File: config.mk
export PLATFORM = sky130hd
export DESIGN_NAME = obm_dma
export DESIGN_NICKNAME = d
export VERILOG_FILES = /design/src/rtl/obm_dma.sv
export SDC_FILE = /design/constraint.sdc
export NUM_CORES = 1
export LEC_CHECK = 0
export CAP_MARGIN = 20
export CORE_UTILIZATION = 56
export CTS_CLUSTER_DIAMETER = 50
export CTS_CLUSTER_SIZE = 30
export DETAILED_ROUTE_END_ITERATION = 6
export HOLD_SLACK_MARGIN = 0.02
export PLACE_DENSITY_LB_ADDON = 0.15
export SLEW_MARGIN = 20
export SYNTH_ARGS = -nofsm -noshare
export SYNTH_HDL_FRONTEND = slang
export SYNTH_SLANG_ARGS = --single-unit
File: constraint.sdc
create_clock -name cpu_clk -period 3 [get_ports cpu_clk]
set_clock_uncertainty 0.2 [all_clocks]
set_input_delay 0.6 -clock cpu_clk [delete_from_list [all_inputs] [get_ports cpu_clk]]
set_output_delay 0.6 -clock cpu_clk [all_outputs]
set_load 0.005 [all_outputs]
File: src/rtl/obm_dma.sv
// obm_dma: copies one 256-byte CPU memory page into Object Memory through the VRAM write port.
// One trigger write starts the transfer; the bus is requested (optionally at vblank) and bytes stream across.
`ifndef VRAM_ADDR_WIDTH
`define VRAM_ADDR_WIDTH 12
`endif

module obm_dma #(
    parameter int                          NUM_BYTES   = 256,
    parameter logic [`VRAM_ADDR_WIDTH-1:0] OBM_BASE    = 'h800,
    parameter bit                          WAIT_VBLANK = 1'b1
) (
    input  logic                        cpu_clk,
    input  logic                        rst,
    input  logic                        trigger_write,
    input  logic [7:0]                  trigger_data,
    input  logic                        vblank,
    output logic                        bus_req,
    input  logic                        bus_grant,
    output logic [15:0]                 src_address,
    output logic                        src_read,
    input  logic [7:0]                  src_data,
    output logic [`VRAM_ADDR_WIDTH-1:0] vram_address,
    output logic [7:0]                  data_out,
    output logic                        write_enable,
    output logic                        SELECT_obm,
    output logic                        busy,
    output logic                        done
);

    localparam int AW    = `VRAM_ADDR_WIDTH;
    localparam int IDX_W = 9;

    typedef enum logic [2:0] {IDLE, ARM, XFER, DRAIN, FINISH} state_t;

    state_t             state;
    logic [7:0]         page;
    logic [IDX_W-1:0]   rd_idx;
    logic [IDX_W-1:0]   wr_idx;
    logic               skid_valid;
    logic [7:0]         skid_data;

    always_ff @(posedge cpu_clk or negedge rst) begin
        if (!rst) begin
            state        <= IDLE;
            page         <= '0;
            rd_idx       <= '0;
            wr_idx       <= '0;
            skid_valid   <= 1'b0;
            skid_data    <= '0;
            bus_req      <= 1'b0;
            src_address  <= '0;
            src_read     <= 1'b0;
            vram_address <= '0;
            data_out     <= '0;
            write_enable <= 1'b0;
            SELECT_obm   <= 1'b0;
            busy         <= 1'b0;
            done         <= 1'b0;
        end else begin
            // NOTE: strobes default low each cycle so a missed branch can never leave one stuck high.
            src_read     <= 1'b0;
            write_enable <= 1'b0;
            SELECT_obm   <= 1'b0;
            done         <= 1'b0;

            // Write path: src_data belongs to the read strobed in the current cycle. The skid entry
            // is always older than any in-flight read because reads stop while it is occupied.
            if (state == XFER || state == DRAIN) begin
                if (bus_grant && (skid_valid || src_read)) begin
                    write_enable <= 1'b1;
                    SELECT_obm   <= 1'b1;
                    data_out     <= skid_valid ? skid_data : src_data;
                    vram_address <= OBM_BASE + AW'(wr_idx[7:0]);
                    wr_idx       <= wr_idx + IDX_W'(1);
                    skid_valid   <= 1'b0;
                end else if (src_read) begin
                    skid_valid <= 1'b1;
                    skid_data  <= src_data;
                end
            end

            case (state)
                IDLE: begin
                    if (trigger_write) begin
                        page   <= trigger_data;
                        rd_idx <= '0;
                        wr_idx <= '0;
                        busy   <= 1'b1;
                        state  <= ARM;
                    end
                end
                ARM: begin
                    if (bus_req && bus_grant) begin
                        bus_req <= 1'b1;
                        state   <= XFER;
                    end else begin
                        bus_req <= vblank || !WAIT_VBLANK;
                    end
                end
                XFER: begin
                    bus_req <= 1'b1;
                    if (bus_grant && !skid_valid) begin
                        src_read    <= 1'b1;
                        src_address <= {page, rd_idx[7:0]};
                        rd_idx      <= rd_idx + IDX_W'(1);
                        if (rd_idx == IDX_W'(NUM_BYTES - 1)) begin
                            state <= DRAIN;
                        end
                    end
                end
                DRAIN: begin
                    if (wr_idx == IDX_W'(NUM_BYTES)) begin
                        bus_req <= 1'b0;
                        done    <= 1'b1;
                        state   <= FINISH;
                    end
                end
                FINISH: begin
                    busy  <= 1'b0;
                    state <= IDLE;
                end
                default: state <= IDLE;
            endcase
        end
    end

endmodule
---- Word level (Yosys, flattened, before mapping) ----
Cells that the tools add are included.
storage, ports and cells
  bits in registers ....................... 79
  input bits .............................. 21
  logic and storage cells ................. 76
operators by class
  add/subtract/negate cells ............... 3
  equal/unequal tests ..................... 11
  muxes and demuxes ....................... 27
  bitwise gates (word level) .............. 1
  reductions and logical operators ........ 20
operators by type and width
  cell                                                  count
  two-way mux 9 bit                                     6
  adder 9 x 1 -> 9 bit (second input constant)          2
  one-hot mux 9 bit (2 select lines)                    1
  two-way mux 3 bit                                     5
  adder 12 x 8 -> 12 bit (first input constant)         1
  one-hot mux 3 bit (4 select lines)                    1
  AND reduction 2 bit                                   6
  two-way mux 1 bit                                     11
  equality test 9 x 8 -> 1 bit (second input constant)  1
  equality test 9 bit (second input constant)           1
  two-way mux 8 bit                                     1
  equality test 3 x 2 -> 1 bit (second input constant)  2
  != test 2 x 1 -> 1 bit (second input constant)        3
  AND reduction 3 bit                                   2
  nonzero test 2 bit                                    3
  AND reduction 5 bit                                   1
  != test 2 bit (second input constant)                 2
  equality test 3 x 1 -> 1 bit (second input constant)  1
  equality test 3 bit (second input constant)           1
  logical AND 1 bit                                     3
  logical NOT 3 bit                                     1
  one-hot mux 1 bit (3 select lines)                    1
  nonzero test 3 bit                                    1
  logical OR 1 bit                                      2
  3 further kinds                                       3

---- Longest topological paths before layout ----
  word-level depth ........................ 6
  mapped depth ............................ 8
  mapped depth without buffers ............ 8

---- Worst setup path before layout ----
No wires, ideal clock.
  path type ............................... input to register
  from .................................... input bus_grant
  to ...................................... register src_address[0]
  setup time .............................. 128 ps
  arrival time ............................ 1657 ps
  path slack .............................. 1015 ps
  stages .................................. 5
  buffers on the path ..................... 2
  path through ............................ buf_4 > nor3b_4 > nand2_4 > buf_2 > mux2_1
on the way
  word-level cells in the longest chain between the ends .. 2
RTL lines
  what                           RTL line  RTL
  start: declaration             18        input logic bus_grant,
  logical AND 1 bit              102       if (bus_grant && !skid_valid) begin
  AND reduction 2 bit (no line)  -
  end signal: assignment         104       src_address <= {page, rd_idx[7:0]};
  end: declaration               19        output logic [15:0] src_address,
Every way passes these cells.
A chain may end at the register's enable or synchronous reset.

---- Worst setup path in the final report ----
  from .................................... input bus_grant
  to ...................................... register rd_idx[1]
on the way
  word-level cells in the longest chain between the ends .. 3
RTL lines
  what                              RTL line  RTL
  logical AND 1 bit                 102
  != test 2 x 1 -> 1 bit (no line)  -
  AND reduction 3 bit (no line)     -
  end signal: assignment            105       rd_idx <= rd_idx + IDX_W'(1);
  end: declaration                  37        logic [IDX_W-1:0] rd_idx;
Every way passes these cells.

==> flow_summary.toml <==
[setup_path]
worstPathCellList = "clkdlybuf4s50_1 -> nor3b_4 -> nand2_4 -> inv_2 -> nor2_1 -> o31ai_1"
startpoint_type = "input pin"
timing.critical_path.required_ns = 3.02
critPathArrivalTime_ns = 2.38
critical_path.slowest_cell = "clkdlybuf4s50_1"
timing.critical_path.to_type = "flip-flop"
largest_incremental_delay_on_the_critical_path_ns = 0.64
path_buf_inv = 2
r2r-start = "skid_valid"
crit_path_max_fanout = 18
worst_path_top_cell_family_by_delay = "buffers and inverters"
startpoint = "bus_grant"
worst_setup_path_type = "in2reg"

[place]
place.detailed.hpwl_um = 4120
portBuffers = 59
placement.cell_area_um2 = 4000
gp_congestion = 0.801

[clocking]
cts.htree.levels = 3
cts_buffer_depth = 2
cts_setup_buffers = 0
ctsHoldBuffers = 0
tritoncts = "built"
postCtsResizedCells = 0
clk_latency_ns = 0.34
cts_inserted_buffers = 9
clkTransAtPathRegs_ns = 0.07
root_buffer = "clkbuf_8"
cts.sink_count = 76

[floorplan]
core-area_um2 = 5680
die_width_um = 79.8
initial_core_util = 0.597
fp.dieH_um = 79.8
die_area_um2 = 6360
top_level_ports = 63
std_cell_rows = 27

[detailed_routing]
ant_nets = 0
via_count = 2266
initialDrtViolationCount = 146
detail_route.wirelength_um = 6210
drt_pass1_iterations = 5
routedWlPerCell_um = 14.7
via_per_inst = 5.36
drc_violations_left = 0

[global_route]
grt_overflow_total = 0
number_of_global_route_vias_before_repair = 2232
track_usage = 0.220
grt_start_max_net_pins = 77
antenna_violations_before_repair = 0
grt_first_pass_wirelength_um = 10400

[layout]
layout.cell_area.non_filler_um2 = 4180
nets = 372
drive_above_1_share = 0.0883
most-common-layout-cells = "76 x dfrtp_1, 58 x clkdlybuf4s50_1, 32 x mux2_1, 30 x nand2_1, 26 x nor2_1"
layout-area-overhead-vs-synth_pct = 23.3
diodes = 0
post_layout_util = 0.736
most_common_cell_after_layout_fill_and_taps_aside = "dfrtp_1"

[yosys]
share_of_the_synthesized_area_in_the_top_cell_type = 0.562
synth-seq-cells = 76
netlist.top_cell.by_area = "dfrtp_1"
synthCells = 289
syn-cell-area_um2 = 3390
number_of_synthesized_flops_with_an_enable_pin = 0
async_reset_ff_frac = 1.00
synth.lib_cells_used.distinct = 43
synth.area.top_cells = "dfrtp_1 56%, mux2_1 11%, nand2_1 3.3%"
yosysWarnings = 0
ys_dominant_reg_cell = "dfrtp_1"
postSynthAreaPerCell_um2 = 11.7
seq_area_frac_synth = 0.562

[min_path]
min_path_type = "in2async"

[timing]
final_max_slew_viol_count = 0
clock.fmax_ghz = 0.425
rsz0062_at_grt = "false"
hold_viol_final = 0
finalSetupTns_ns = 0
tightestPinTransition_ns = 0.936
timing.final.crit_share = 0.784
finalSetupViolations = 0
slew_headroom = 0.376
post-route-min-period_ns = 2.35

[power_and_ir_drop]
cellPowerDensity_nw_per_um2 = 618
leak_pwr_uw = 0.00187
max-vdd-ir-drop_mv = 0.407

[status]
outcome = "completed"

[job]
maxCapViolCount = 0
power by group:
group,internal [uW],leakage [uW],switching (uW)
clock,338,0.0000872,364
combinational,315,0.000818,202
sequential,1200,0.000964,165
total,1850,0.00187,731
per-stage QoR:
stage	total power (uW)	setup slack, ns	hold WS (ns)	cells
finish	2580	0.647	0.177	423
global route	2720	0.503	0.282	423
CTS	2600	0.680	0.231	423
detailed placement	1900	0.334	0.254	408
global placement	1880	0.407	0.251	408
floorplan	1600	1.01	0.104	291
worst paths after layout:
| kind | to | slack, ns | depth (start not counted) |
|---|---|---|---|
| max | rd_idx[1] | 0.65 | 6 |
| min | vram_address[2] | 0.18 | 1 |
| max reg2reg | vram_address[7] | 0.74 | 3 |
| min reg2reg | vram_address[11] | 0.27 | 1 |
| max in group asynchronous | src_read | 1.79 | 1 |
| min in group cpu_clk | vram_address[11] | 0.27 | 1 |
cells by family (layout without fill, tap and decap cells):
family | Yosys count | after routing | share of synthesized area
flops | 76 | 76 | 0.562
simple gates | 100 | 100 | 0.169
buf+inv | 27 | 87 | 0.0406
fa+ha+maj | 4 | 4 | 0.0148
xor+xnor | 14 | 14 | 0.0362
other cells | 1 | 3 | 0.00111
compound gates | 27 | 27 | 0.0465
mux | 40 | 40 | 0.130
layout make-up:
class | count | area [um2]
timing repair buffer | 63 | 618
fill | 410 | 1500
multi-input combinational | 188 | 1360
clock buffer | 11 | 151
clock inverter | 4 | 25.0
inverter | 9 | 33.8
tap | 72 | 90.1
sequential | 76 | 1900
sequential cells by signal (all words and copies together) (netlist names):
| signal | cells |
|---|---|
| rd_idx | 9 |
| page | 8 |
| busy | 1 |
| SELECT_obm | 1 |
| vram_address | 9 |
| bus_req | 1 |
| src_address | 16 |
| skid_data | 8 |
| data_out | 8 |
| skid_valid | 1 |
| wr_idx | 9 |
| state | 3 |
| src_read | 1 |
| done | 1 |
metal layers:
metal  global-route usage  routed length, um
met1                0.303               2980
met2                0.326               2890
met3               0.0571                255
met4                0.100                 89
met5                    0                  0
worst reg2reg max path, cell delays in order (launching register included):
cell and delay [ns]:
dfrtp_1 0.76, nor2_1 0.31, nor2_4 0.49, mux2_1 0.39
cells in the mapped netlist, drive strengths merged (5+ instances only):
| master | count |
|---|---|
| dfrtp | 76 |
| mux2 | 32 |
| nand2 | 31 |
| nor2 | 28 |
| a21oi | 16 |
| buf | 15 |
| xnor2 | 11 |
| inv | 9 |
| nand3 | 9 |
| mux2i | 8 |
| nor4 | 7 |
| nand4 | 5 |
Power figures use the tool's default switching activity.
